[config.mk]
export PLATFORM = sky130hd
export DESIGN_NAME = seq_argmin_flat
export DESIGN_NICKNAME = d
export VERILOG_FILES = /design/src/rtl/argmin_pkg.sv /design/src/rtl/seq_argmin_if.sv /design/src/rtl/argmin_cmp.sv /design/src/rtl/seq_argmin.sv /design/src/flat_wrapper.sv
export SDC_FILE = /design/constraint.sdc
export NUM_CORES = 1
export LEC_CHECK = 0
export BUFFER_PORTS_ARGS = -buffer_cell sky130_fd_sc_hd__clkbuf_2
export CORE_MARGIN = 2
export CORE_UTILIZATION = 46
export DETAILED_ROUTE_END_ITERATION = 8
export GPL_ROUTABILITY_DRIVEN = 0
export PLACE_DENSITY = 0.73
export SETUP_SLACK_MARGIN = 0.15
export SYNTH_ARGS = -nofsm -noshare
export SYNTH_HDL_FRONTEND = slang
export SYNTH_SLANG_ARGS = --single-unit
[constraint.sdc]
create_clock -name Clk -period 2 [get_ports Clk]
set_input_delay 0.2 -clock Clk [delete_from_list [all_inputs] [get_ports Clk]]
set_output_delay 0.2 -clock Clk [all_outputs]
set_load 0.01 [all_outputs]
[src/rtl/argmin_pkg.sv]
// argmin_pkg
// Shared definitions for the sequential argmin search block and the ghost
// movement controller that consumes its result.
//   state_t           : search FSM states (IDLE, SCAN, DONE)
//   DEFAULT_DATA_W    : default candidate width
//   DEFAULT_NUM_CAND  : default number of candidates per search
//   DIR_*             : candidate index of each movement direction
package argmin_pkg;

  typedef enum logic [1:0] {
    IDLE = 2'd0,
    SCAN = 2'd1,
    DONE = 2'd2
  } state_t;

  localparam int DEFAULT_DATA_W   = 32;
  localparam int DEFAULT_NUM_CAND = 4;

  // Candidates arrive in this order, so index 0 wins ties.
  localparam logic [1:0] DIR_UP    = 2'd0;
  localparam logic [1:0] DIR_LEFT  = 2'd1;
  localparam logic [1:0] DIR_DOWN  = 2'd2;
  localparam logic [1:0] DIR_RIGHT = 2'd3;

endpackage

[src/rtl/seq_argmin_if.sv]
// seq_argmin_if
// Handshake bundle between the distance calculator (candidate beats), the
// argmin block and the movement controller (result).
//   start, mode_max                 : search launch and min/max select
//   in_valid/in_ready/in_data/
//   in_blocked                      : candidate beat stream
//   res_valid/res_ready/res_idx/
//   res_val/res_none                : result handshake
//   busy                            : search in progress
// Modports: master drives the launch, candidates and res_ready;
//           slave is the argmin block.
interface seq_argmin_if import argmin_pkg::*; #(
  parameter int DATA_W   = DEFAULT_DATA_W,
  parameter int NUM_CAND = DEFAULT_NUM_CAND
);
  localparam int IDX_W = $clog2(NUM_CAND);

  logic              start;
  logic              mode_max;
  logic              in_valid;
  logic              in_ready;
  logic [DATA_W-1:0] in_data;
  logic              in_blocked;
  logic              res_valid;
  logic              res_ready;
  logic [IDX_W-1:0]  res_idx;
  logic [DATA_W-1:0] res_val;
  logic              res_none;
  logic              busy;

  modport master (
    output start, mode_max, in_valid, in_data, in_blocked, res_ready,
    input  in_ready, res_valid, res_idx, res_val, res_none, busy
  );

  modport slave (
    input  start, mode_max, in_valid, in_data, in_blocked, res_ready,
    output in_ready, res_valid, res_idx, res_val, res_none, busy
  );

endinterface

[src/rtl/argmin_cmp.sv]
// argmin_cmp
// Combinational "better-than" test for the argmin search.
//   a        : incoming candidate value
//   b        : current best value
//   max_mode : 1 selects maximum search (only with SEQ_ARGMIN_MAX_MODE_EN)
//   take     : candidate strictly beats the current best
// Macro SEQ_ARGMIN_MAX_MODE_EN: when undefined the comparator is a plain
// strict less-than and max_mode is ignored.
module argmin_cmp #(
  parameter int DATA_W = 32
) (
  input  logic [DATA_W-1:0] a,
  input  logic [DATA_W-1:0] b,
  input  logic              max_mode,
  output logic              take
);

  // Strict compares so equal values never displace an earlier candidate.
`ifdef SEQ_ARGMIN_MAX_MODE_EN
  assign take = max_mode ? (a > b) : (a < b);
`else
  logic unused_max_mode;
  assign unused_max_mode = max_mode;
  assign take = (a < b);
`endif

endmodule

[src/rtl/seq_argmin.sv]
// seq_argmin
// Scans NUM_CAND candidate values, one per accepted beat, and reports the
// index and value of the smallest unblocked candidate (or the largest, in
// max mode). Ties keep the lower index.
//   Clk     : rising-edge clock
//   Reset_n : asynchronous active-low reset
//   bus     : seq_argmin_if slave (launch, candidate stream, result)
// Macro SEQ_ARGMIN_MAX_MODE_EN: enables the mode_max latch so a search can
// select the maximum; when undefined mode_max is ignored.
module seq_argmin import argmin_pkg::*; #(
  parameter int DATA_W   = DEFAULT_DATA_W,
  parameter int NUM_CAND = DEFAULT_NUM_CAND
) (
  input logic         Clk,
  input logic         Reset_n,
  seq_argmin_if.slave bus
);

  localparam int               IDX_W    = $clog2(NUM_CAND);
  localparam logic [IDX_W-1:0] LAST_IDX = IDX_W'(NUM_CAND - 1);

  state_t            state;
  logic [IDX_W-1:0]  count;
  logic              have_best;
  logic [IDX_W-1:0]  best_idx;
  logic [DATA_W-1:0] best_val;
  logic              mode_q;
  logic              better;
  logic              accept;
  logic              take;

  // Max-mode selection is captured once per search so the consumer can
  // change mode_max freely while the scan runs.
`ifdef SEQ_ARGMIN_MAX_MODE_EN
  always_ff @(posedge Clk or negedge Reset_n) begin
    if (!Reset_n) begin
      mode_q <= 1'b0;
    end else if (state == IDLE && bus.start) begin
      mode_q <= bus.mode_max;
    end
  end
`else
  logic unused_mode_max;
  assign unused_mode_max = bus.mode_max;
  assign mode_q          = 1'b0;
`endif

  argmin_cmp #(.DATA_W(DATA_W)) u_cmp (
    .a        (bus.in_data),
    .b        (best_val),
    .max_mode (mode_q),
    .take     (better)
  );

  assign accept = bus.in_valid && (state == SCAN);
  // The first unblocked candidate always wins, whatever best_val holds.
  assign take   = accept && !bus.in_blocked && (!have_best || better);

  // Search FSM, beat counter and running best.
  always_ff @(posedge Clk or negedge Reset_n) begin
    if (!Reset_n) begin
      state     <= IDLE;
      count     <= '0;
      have_best <= 1'b0;
      best_idx  <= '0;
      best_val  <= '0;
    end else begin
      case (state)
        IDLE: begin
          if (bus.start) begin
            state     <= SCAN;
            count     <= '0;
            have_best <= 1'b0;
            best_idx  <= '0;
            best_val  <= '0;
          end
        end
        SCAN: begin
          if (accept) begin
            if (take) begin
              have_best <= 1'b1;
              best_idx  <= count;
              best_val  <= bus.in_data;
            end
            if (count == LAST_IDX) begin
              count <= '0;
              state <= DONE;
            end else begin
              count <= count + 1'b1;
            end
          end
        end
        DONE: begin
          if (bus.res_ready) begin
            state <= IDLE;
          end
        end
        default: state <= IDLE;
      endcase
    end
  end

  // Handshake flags decode straight from state. With every candidate
  // blocked best_idx/best_val were never written after start, so they read 0.
  assign bus.in_ready  = (state == SCAN);
  assign bus.res_valid = (state == DONE);
  assign bus.busy      = (state != IDLE);
  assign bus.res_none  = (state == DONE) && !have_best;
  assign bus.res_idx   = best_idx;
  assign bus.res_val   = best_val;

endmodule

[src/flat_wrapper.sv]
// flat-port wrapper written by rule: the top's interface ports become plain ports
module seq_argmin_flat import argmin_pkg::*;
#(
  parameter int DATA_W   = DEFAULT_DATA_W,
  parameter int NUM_CAND = DEFAULT_NUM_CAND
)
  (Clk, Reset_n, bus_start, bus_mode_max, bus_in_valid, bus_in_data, bus_in_blocked, bus_res_ready, bus_in_ready, bus_res_valid, bus_res_idx, bus_res_val, bus_res_none, bus_busy);
  seq_argmin_if #(.DATA_W(DATA_W), .NUM_CAND(NUM_CAND)) bus_i ();
  input logic Clk;
  input logic Reset_n;
  input wire logic [$bits(bus_i.start)-1:0] bus_start;
  input wire logic [$bits(bus_i.mode_max)-1:0] bus_mode_max;
  input wire logic [$bits(bus_i.in_valid)-1:0] bus_in_valid;
  input wire logic [$bits(bus_i.in_data)-1:0] bus_in_data;
  input wire logic [$bits(bus_i.in_blocked)-1:0] bus_in_blocked;
  input wire logic [$bits(bus_i.res_ready)-1:0] bus_res_ready;
  output wire logic [$bits(bus_i.in_ready)-1:0] bus_in_ready;
  output wire logic [$bits(bus_i.res_valid)-1:0] bus_res_valid;
  output wire logic [$bits(bus_i.res_idx)-1:0] bus_res_idx;
  output wire logic [$bits(bus_i.res_val)-1:0] bus_res_val;
  output wire logic [$bits(bus_i.res_none)-1:0] bus_res_none;
  output wire logic [$bits(bus_i.busy)-1:0] bus_busy;
  assign bus_i.start = bus_start;
  assign bus_i.mode_max = bus_mode_max;
  assign bus_i.in_valid = bus_in_valid;
  assign bus_i.in_data = bus_in_data;
  assign bus_i.in_blocked = bus_in_blocked;
  assign bus_i.res_ready = bus_res_ready;
  assign bus_in_ready = bus_i.in_ready;
  assign bus_res_valid = bus_i.res_valid;
  assign bus_res_idx = bus_i.res_idx;
  assign bus_res_val = bus_i.res_val;
  assign bus_res_none = bus_i.res_none;
  assign bus_busy = bus_i.busy;
  seq_argmin #(.DATA_W(DATA_W), .NUM_CAND(NUM_CAND)) u_core (.Clk(Clk), .Reset_n(Reset_n), .bus(bus_i));
endmodule
==> results of run 1 <==
## path summary, 6_finish.rpt
kind,startpoint,end,slack [ns],cells after the start
max in group asynchronous,Reset_n,u_core.bus.res_val[20],1.08,3
hold / removal,bus_res_ready,u_core.state[1],0.11,2
setup / recovery,u_core.bus.res_val[31],u_core.have_best,-0.29,11
setup reg to reg,u_core.bus.res_val[31],u_core.have_best,-0.29,11
min in group asynchronous,Reset_n,u_core.bus.res_val[9],0.42,2
hold reg to reg,u_core.bus.res_val[4],u_core.bus.res_val[4],0.55,2
## power groups by stage
stage / sequential, mW / clock [mW] / combinational [mW]
2_1_floorplan: 1.54 / 0 / 1.65
3_3_place_gp: 1.39 / 0 / 2.68
3_5_place_dp: 1.40 / 0 / 2.76
4_1_cts: 1.40 / 0.516 / 3.12
5_1_grt: 1.45 / 0.542 / 3.71
6_report: 1.41 / 0.500 / 3.35
## per-layer routing
metal	routed length [um]	global-route usage	up-vias
met3	217	0.0488	10
met1	2580	0.246	998
met5	0	0	-
li1	-	-	1084
met4	118	0.0554	0
met2	2990	0.356	57
## final cells by class
cell class | instances | area [um2] | area share
Tap cell | 70 | 87.6 | 0.0252
Clock buffer | 6 | 72.6 | 0.0208
Timing Repair Buffer | 116 | 805 | 0.231
Sequential cell | 39 | 976 | 0.280
Inverter | 37 | 139 | 0.0399
Multi-Input combinational cell | 170 | 1400 | 0.403
## cell usage after synthesis
cell	count	share of area
o31ai_1	1	0.0030
a211oi_1	1	0.0030
clkbuf_1	4	0.0060
nor4_4	1	0.0086
buf_6	1	0.0045
inv_1	37	0.056
o21ai_0	5	0.010
nor2b_1	2	0.0050
dfrtp_1	39	0.39
a31oi_1	3	0.0076
a21oi_1	15	0.030
or3_1	1	0.0025
o221ai_1	2	0.0071
nand2_1	46	0.070
buf_2	1	0.0020
nand2b_1	5	0.013
ha_1	32	0.16
nand4_1	3	0.0076
a22o_1	2	0.0071
a211o_1	1	0.0035
buf_12	3	0.024
mux2i_1	35	0.14
nor2_1	6	0.0091
o21bai_1	1	0.0030
mux2_2	1	0.0045
or2_4	1	0.0035
o22ai_1	2	0.0050
nor3_1	2	0.0040
or2_2	1	0.0025
nor3b_1	1	0.0030
## sequential cells by signal, summed over array words and instances, names as in the netlist
name / count
u_core.bus.res_val: 32
u_core.bus.res_idx: 2
u_core.count: 2
u_core.state: 2
u_core.have_best: 1
## cell families (layout without fill, tap and decap cells)
kind of cell | Yosys count | count (layout)
and+or+nand+nor | 69 | 69
buffers and inverters | 46 | 159
DFF | 39 | 39
muxes | 36 | 36
AOI/OAI and AO/OA | 33 | 33
adders and majority gates | 32 | 32
## worst max-delay path, stage by stage (launching register included)
cell and delay, ns:
dfrtp_1 0.38, inv_2 0.07, ha_4 0.26, nand4_1 0.10, or2_4 0.28, nor4_4 0.17, nand2_1 0.14, a31oi_4 0.18
a21oi_4 0.06, buf_12 0.14, buf_6 0.11, mux2_4 0.28
## repair_timing
| item | CTS | global route |
|---|---|---|
| endpoints found under the hold margin | 18 | 0 |
| cloned | 2 | 1 |
| hold buffers | 1 | 0 |
| pin swaps | 4 | 6 |
| buffers inserted | 6 | 8 |
| endpoints found under the setup margin | 35 | 35 |
| resized for setup | 14 | 9 |
## metrics by stage
step                      setup TNS (ns)  setup slack [ns]  hold slack, ns  area [um2]
after floorplan                    -3.56            -0.154         -0.0956        2490
after global placement             -5.64            -0.174           0.200        3080
after detailed placement           -7.90            -0.286           0.214        3080
after CTS                          -7.66            -0.273          0.0953        3340
after global routing              -11.26            -0.384           0.121        3480
final                              -7.14            -0.287           0.106        3480
==> results by group, run 1 <==
Status
  – Status: finished with violations
  – Violated checks: setup timing

Worst hold path
  – Hold crit path type: primary input to flop

CTS
  – CTS max path bufs: 2
  – CTS tree: built
  – H-tree depth: 2
  – Clk root buf: clkbuf_8
  – Clk slew on worst S/H paths: 0.07 ns
  – Latest clock arrival within the worst-skew pair: 0.29 ns
  – Sink Count: 39
  – CTS Buf Count: 5

STA
  – Worst-Margin Slew: 0.534 ns
  – Max Clock Freq: 437 MHz
  – Final Hold Vio Count: 0
  – Final WS setup: -0.287 ns
  – RSZ-0062 raised after global routing: true
  – Tcrit/Tclk final: 1.14
  – Setup Skew: 0.00346 ns
  – Minimum clock period: 2.29 ns
  – Setup-failing EPs final: 35
  – Slew Limit Fails: 0
  – Slew HR: 0.644

Yosys
  – Syn nets: 326
  – Cell count after synthesis: 255
  – Synth Area per Inst: 9.74 um2
  – Combinational family with the most area after synthesis: adder cells
  – Yosys reg bits: 39
  – Synth warn: 0
  – Synth Area in Adders: 0.161
  – Seq/Total Area, Yosys: 0.393
  – Synthesized area: 0.00248 mm2
  – Synth Area in Simple Gates: 0.128
  – Synth Area in XOR/XNOR: 0
  – Netlist cell types: 30
  – Mux contribution to synthesized area: 0.146
  – Post-synthesis compound-gate area fraction: 0.0796

Power and ir drop
  – Comb pwr share: 0.637
  – Internal: 3.11 mW
  – Leakage Power: 1.84 nW
  – Cell Pwr Density: 1510 mW/mm2
  – Psw: 2.14 mW
  – Clock Power Share: 0.095
  – Sequential share of power: 0.268
  – Sw frac: 0.408
  – Total power draw: 5.26 mW
  – Worst VDD drop: 0.729 mV

Drt
  – WL per Instance: 13.5 um
  – First DRT Iteration DRCs: 84
  – Final wirelength: 5910 um
  – Via count: 2149
  – Drc violations: 0
  – Via/cell ratio: 4.91
  – Routed Antenna Nets: 0
  – Drt pass-1 iters: 4

Run
  – Max-cap violation count: 0

Final layout
  – Most frequent cells in the layout: clkbuf_2 (75), nand2_1 (46), dfrtp_1 (39), mux2i_1 (34), inv_1 (31)
  – Nets: 440
  – Share of cells above drive strength 1: 0.389
  – Area grow syn2layout: 40.2%
  – Ant diodes: 0
  – Post-route insts no fill: 438
  – Commonest non-fill, non-tap cell in the layout: clkbuf_2
  – Finished Core Util: 0.673
  – FILL cells: 414

Global routing
  – Number of global-route vias before repair: 2174
  – Total global routing overflow: 0
  – Total global-route track usage: 0.202
  – Largest net degree at the start of global routing: 23
  – Global-route wire length before repair: 9650 um
  – Initial antenna violation count: 0

Worst setup path
  – Worst Path Required: 2.17 ns
  – Critical path class: flop to flop
  – Critical Path Sink Type: flop
  – Crit start category: flop
  – Critical Path AT: 2.46 ns
  – Crit path max fanout: 5

Die
  – Core Region: 0.00517 mm2
  – Die Height: 77.5 um
  – Starting Density: 0.480
  – I/O pin count: 77
  – Chip width: 77.5 um
  – Standard-cell rows: 26
  – DIE AREA: 0.00600 mm2

Placed design
  – Cells after DPL: 414
  – Port Buf Inserts: 75
  – Final HPWL DP: 4110 um
Power figures use the tool's default switching activity.
==> inputs of run 2 (changes only) <==
--- a/config.mk
+++ b/config.mk
@@ -8,8 +8,8 @@
 export BUFFER_PORTS_ARGS = -buffer_cell sky130_fd_sc_hd__clkbuf_2
 export CORE_MARGIN = 2
-export CORE_UTILIZATION = 46
+export CORE_UTILIZATION = 40
 export DETAILED_ROUTE_END_ITERATION = 8
 export GPL_ROUTABILITY_DRIVEN = 0
-export PLACE_DENSITY = 0.73
+export PLACE_DENSITY = 0.64
 export SETUP_SLACK_MARGIN = 0.15
 export SYNTH_ARGS = -nofsm -noshare
==> constraint.sdc (replaced) <==
create_clock -name Clk -period 2 [get_ports Clk]
set_input_delay 0.2 -clock Clk [delete_from_list [all_inputs] [get_ports Clk]]
set_output_delay 0.2 -clock Clk [all_outputs]
set_load 0.05 [all_outputs]
==> run 2 against run 1 <==
The flow still finishes with violations (setup timing). Clock skew grew 0.0056 ns. Utilization shrank 8.5 points. Via count grew 1.4%. Sequential power is essentially flat. Hold slack gained 0.0011 ns. Total power grew 23%. Non-clock buffer count grew 5. Critical path depth grew 1. Count of clock-buffer cells in the layout grew 2. Global-route usage shrank 1.3 points. Routed wire length grew 1.9%. Fmax grew 1.4%. Critical endpoint unchanged.
==> results by group, run 2 (synthesis gave the netlist of run 1 again) <==
Global routing
  – Initial antenna violation count: 0
  – Global-route wire length before repair: 9800 um
  – Total global routing overflow: 0
  – Number of global-route vias before repair: 2170
  – Total global-route track usage: 0.189
  – Largest net degree at the start of global routing: 40

Die
  – Chip width: 82.8 um
  – Standard-cell rows: 28
  – Die Height: 82.8 um
  – Starting Density: 0.417
  – DIE AREA: 0.00686 mm2
  – I/O pin count: 77
  – Core Region: 0.00596 mm2

CTS
  – Clk root buf: clkbuf_8
  – CTS max path bufs: 2
  – Latest clock arrival within the worst-skew pair: 0.30 ns
  – CTS Buf Count: 5
  – Clk slew on worst S/H paths: 0.08 ns
  – Sink Count: 39
  – CTS tree: built
  – H-tree depth: 2

Worst setup path
  – Crit path depth: 12
  – Buffers & Inverters on Critical Path: 4
  – Setup crit end: u_core.have_best
  – Crit path max-delay cell type: dfrtp_2
  – Reg2reg end: u_core.have_best
  – Crit start category: flop
  – Worst r2r path cells: 12
  – Crit-path max cell delay: 0.37 ns
  – Worst-path cell chain: inv_2 -> ha_4 -> nand4_1 -> or2_4 -> buf_6 -> nor4_4 -> nand2_1 -> a31oi_1 -> buf_4 -> a21oi_4 -> buf_6 -> mux2_4
  – Critical Path AT: 2.44 ns
  – Crit path from: u_core.bus.res_val[31]
  – R2R Path Start: u_core.bus.res_val[31]
  – Critical Path Sink Type: flop
  – Worst Path Required: 2.18 ns
  – Crit-path most repeated cell: buf_6
  – Critical path class: flop to flop
  – Family with the most delay on the worst path: simple AND/OR/NAND/NOR gates
  – Worst R2R Setup Slack: -0.26 ns
  – Crit path max fanout: 3

STA
  – Slew HR: 0.653
  – Max Clock Freq: 443 MHz
  – Final WS setup: -0.256 ns
  – Tcrit/Tclk final: 1.13
  – Setup Skew: 0.00906 ns
  – RSZ-0062 raised after global routing: true
  – Worst-Margin Slew: 0.521 ns
  – Final Hold Vio Count: 0
  – Minimum clock period: 2.26 ns
  – Slew Limit Fails: 0
  – Setup-failing EPs final: 35

Final layout
  – Most frequent cells in the layout: clkbuf_2 (75), nand2_1 (46), buf_4 (37), mux2i_1 (33), inv_1 (30)
  – Area grow syn2layout: 41.0%
  – Nets: 445
  – Finished Core Util: 0.588
  – Commonest non-fill, non-tap cell in the layout: clkbuf_2
  – Max reg flops: 32
  – Share of cells above drive strength 1: 0.429
  – Ant diodes: 0

Run
  – Max-cap violation count: 0

Drt
  – Via count: 2180
  – Drc violations: 0
  – First DRT Iteration DRCs: 64
  – Routed Antenna Nets: 0
  – WL per Instance: 13.4 um
  – Final wirelength: 6020 um
  – Drt pass-1 iters: 4
  – Via/cell ratio: 4.84

Placed design
  – Port Buf Inserts: 75
  – Pre-CTS setup slack: -0.279 ns
  – Final HPWL DP: 4450 um

Worst hold path
  – Hold crit path type: primary input to flop

Status
  – Violated checks: setup timing
  – Status: finished with violations

Power and ir drop
  – Leakage Power: 1.86 nW
  – Cell Pwr Density: 1850 mW/mm2
  – Worst VDD drop: 0.968 mV
  – Total power draw: 6.47 mW
[run 2: changes by cell type in the layout (fill, tap and decap cells not counted), sizes merged]
cell,delta
buf,+5
clkbuf,+2
[run 2: worst min-delay path by stage]
stage	from	end	slack, ns	depth (start not counted)
6_report	bus_res_ready	u_core.state[1]	0.11	2
5_1_grt	bus_res_ready	u_core.state[1]	0.11	2
4_1_cts	bus_res_ready	u_core.state[1]	0.11	2
3_5_place_dp	Reset_n	u_core.bus.res_val[9]	0.31	2
3_3_place_gp	Reset_n	u_core.bus.res_val[9]	0.31	2
2_1_floorplan	Reset_n	u_core.bus.res_idx[0]	-0.1	0
[run 2: layer usage]
metal	routed length, um	share of wire	track usage	vias to the layer above
met5	0	0	0	-
met4	124	0.021	0.0623	0
met3	254	0.042	0.0335	10
met2	2840	0.47	0.312	49
met1	2800	0.46	0.251	1022
li1	-	-	-	1099
[run 2: cell type report]
type | instances | area, um2
Clock buffer | 8 | 100
Tap cell | 75 | 93.8
Timing Repair Buffer | 121 | 810
Fill cell | 552 | 2450
Multi-Input combinational cell | 170 | 1370
Sequential cell | 39 | 992
Inverter | 37 | 139
[run 2: worst reg2reg max path, cell delays in order, from the launching register on]
cell and delay (ns):
dfrtp_2 0.37, inv_2 0.05, ha_4 0.25, nand4_1 0.11
or2_4 0.26, buf_6 0.12, nor4_4 0.13, nand2_1 0.07
a31oi_1 0.16, buf_4 0.15, a21oi_4 0.04, buf_6 0.14
mux2_4 0.28
[run 2: metrics by stage]
step / hold slack, ns / area [um2] / setup TNS (ns) / std cells
after floorplan: -0.0956 / 2530 / -6.41 / 255
after global placement: 0.306 / 3230 / -5.60 / 432
after detailed placement: 0.306 / 3230 / -8.39 / 432
after CTS: 0.108 / 3460 / -7.55 / 449
after global routing: 0.105 / 3500 / -12.77 / 450
final: 0.107 / 3500 / -7.93 / 450
[run 2: report_power, final]
| group | internal, mW | switching (mW) |
|---|---|---|
| clock network | 0.315 | 0.296 |
| registers | 1.20 | 0.226 |
| logic | 1.71 | 2.73 |
| total | 3.22 | 3.25 |
[run 2: what timing repair did]
| action | 4_1_cts | 5_1_grt |
|---|---|---|
| setup endpoints to repair | 35 | 36 |
| hold buffers | 1 | 0 |
| gates cloned | 1 | 1 |
| pin swaps | 2 | 1 |
| endpoints found under the hold margin | 39 | 0 |
| resized for setup | 6 | 5 |
| setup buffers | 7 | 0 |
==> inputs of run 3 (changes only) <==
Settings changed: SYNTH_HIERARCHICAL set to 1.
==> run 3 against run 2 <==
The run ends with hold timing, setup timing left. Non-clock buffer count increased by 7. Via count up 4.8%. Utilization decreased by 1.2 points. Routed wire length up 0.23%. Largest cell class unchanged. Largest power group unchanged.
==> results by group, run 3 <==
Worst setup path
  – Critical Path Sink Type: flop
  – Crit start category: flop
  – Family with the most delay on the worst path: simple AND/OR/NAND/NOR gates
  – Worst Path Required: 2.17 ns
  – Worst-path cell chain: inv_2 -> ha_4 -> a2111oi_4 -> nor4b_2 -> or4_4 -> a21oi_1 -> nand2b_1 -> nand4b_1 -> buf_6 -> clkbuf_16 -> mux2i_1
  – Buffers & Inverters on Critical Path: 3
  – Critical Path AT: 2.69 ns
  – Crit-path max cell delay: 0.49 ns
  – Critical path class: flop to flop
  – Worst r2r path cells: 11
  – Crit path max-delay cell type: or4_4
  – Crit path max fanout: 9
  – Setup crit end: u_core/bus.res_val[11]
  – R2R Path Start: u_core/bus.res_val[1]
  – Worst R2R Setup Slack: -0.52 ns
  – Crit path from: u_core/bus.res_val[1]
  – Crit path depth: 11
  – Reg2reg end: u_core/bus.res_val[11]

Power and ir drop
  – Sequential share of power: 0.240
  – Total power draw: 5.86 mW
  – Cell Pwr Density: 1600 mW/mm2
  – Sw frac: 0.490
  – Internal: 2.99 mW
  – Psw: 2.87 mW
  – Leakage Power: 2.21 nW
  – Worst VDD drop: 0.851 mV
  – Clock Power Share: 0.101
  – Comb pwr share: 0.659

Placed design
  – Cells after DPL: 472
  – Post-DP Area: 0.00340 mm2
  – Port Buf Inserts: 75
  – Final HPWL DP: 4460 um

Die
  – Standard-cell rows: 29
  – Die Height: 85.0 um
  – DIE AREA: 0.00723 mm2
  – Chip width: 85.0 um
  – I/O pin count: 77
  – Starting Density: 0.414
  – Core Region: 0.00635 mm2

Final layout
  – Area grow syn2layout: 39.3%
  – FILL cells: 605
  – Post-route insts no fill: 486
  – Final instance area: 0.00366 mm2
  – Most frequent cells in the layout: clkbuf_2 (75), inv_1 (62), buf_4 (48), nand2_1 (45), mux2i_1 (34)
  – Commonest non-fill, non-tap cell in the layout: clkbuf_2
  – Max reg flops: 32
  – Share of cells above drive strength 1: 0.418
  – Nets: 479
  – Ant diodes: 0
  – Finished Core Util: 0.576

STA
  – Slew HR: 0.480
  – Hold slack final: -0.0179 ns
  – Slew Limit Fails: 0
  – Max Clock Freq: 397 MHz
  – Minimum clock period: 2.52 ns
  – Final WS setup: -0.516 ns
  – Tcrit/Tclk final: 1.26
  – RSZ-0062 raised after global routing: true
  – Worst-Margin Slew: 0.781 ns
  – Setup Skew: 0.00602 ns
  – Final Hold Vio Count: 27
  – Setup-failing EPs final: 35

CTS
  – H-tree depth: 2
  – CTS Buf Count: 5
  – Latest clock arrival within the worst-skew pair: 0.29 ns
  – Clk slew on worst S/H paths: 0.08 ns
  – CTS tree: built
  – Clk root buf: clkbuf_8
  – CTS max path bufs: 2
  – Sink Count: 39

Global routing
  – Number of global-route vias before repair: 2213
  – Total global routing overflow: 0
  – Largest net degree at the start of global routing: 36
  – Total global-route track usage: 0.172
  – Global-route wire length before repair: 10100 um
  – Initial antenna violation count: 0

Run
  – Max-cap violation count: 0

Yosys
  – Syn nets: 353
  – Cell count after synthesis: 282
  – Synth warn: 6
  – Synth Area per Inst: 9.31 um2
  – Synthesized area: 0.00263 mm2

Drt
  – Final wirelength: 6030 um
  – Drc violations: 0
  – Routed Antenna Nets: 0
  – WL per Instance: 12.4 um
  – Via/cell ratio: 4.70
  – Drt pass-1 iters: 4
  – Via count: 2284
  – First DRT Iteration DRCs: 36

Status
  – Violated checks: hold timing, setup timing
  – Status: finished with violations

Worst hold path
  – Hold crit path type: primary input to asynchronous set/reset pin
run 3: layer usage:
| metal | part of all wire | up-vias | global-route usage |
|---|---|---|---|
| li1 | - | 1163 | - |
| met1 | 0.45 | 1057 | 0.229 |
| met2 | 0.49 | 62 | 0.288 |
| met3 | 0.061 | 2 | 0.0428 |
| met4 | 0.0032 | 0 | 0.0303 |
| met5 | 0 | - | 0 |
run 3: metrics by stage:
stage                     hold WS (ns)  setup TNS (ns)  worst slack, ns
final                          -0.0179          -17.11           -0.516
after detailed placement         0.325          -16.93           -0.537
after CTS                      0.00652          -16.02           -0.498
after global routing            0.0421          -20.42           -0.606
after floorplan                -0.0956          -14.79           -0.447
after global placement           0.308          -13.62           -0.404
run 3: repair_timing:
item                       CTS  global route
pin swaps                    0             0
hold buffers                 0             0
gates cloned                 1             1
setup endpoints to repair   35            35
setup buffers                4             0
gates resized for setup     14             4
run 3: power by group through the flow:
stage | logic, mW | registers (mW) | clock network, mW
floorplan | 1.48 | 2.52 | 0
global placement | 3.61 | 1.40 | 0
detailed placement | 3.67 | 1.42 | 0
CTS | 3.83 | 1.41 | 0.616
global route | 4.22 | 1.46 | 0.649
finish | 3.86 | 1.40 | 0.593
run 3: cell type report:
class	count	area (um2)	area share
clock buffers	8	100	0.0274
inverters	67	251	0.0688
multi-input cells	167	1370	0.376
flip-flops and latches	39	996	0.272
well taps	77	96.3	0.0263
repair buffers	128	840	0.230
run 3: worst min path at each step:
stage / from / end / slack [ns] / depth (start not counted)
after global placement: Reset_n / u_core/bus.res_val[0] / 0.31 / 1
after floorplan: Reset_n / u_core/bus.res_idx[0] / -0.1 / 0
after global routing: Reset_n / u_core/bus.res_val[26] / 0.04 / 1
after detailed placement: Reset_n / u_core/bus.res_val[4] / 0.32 / 1
final: Reset_n / u_core/bus.res_val[26] / -0.02 / 1
after CTS: Reset_n / u_core/bus.res_val[28] / 0.007 / 1
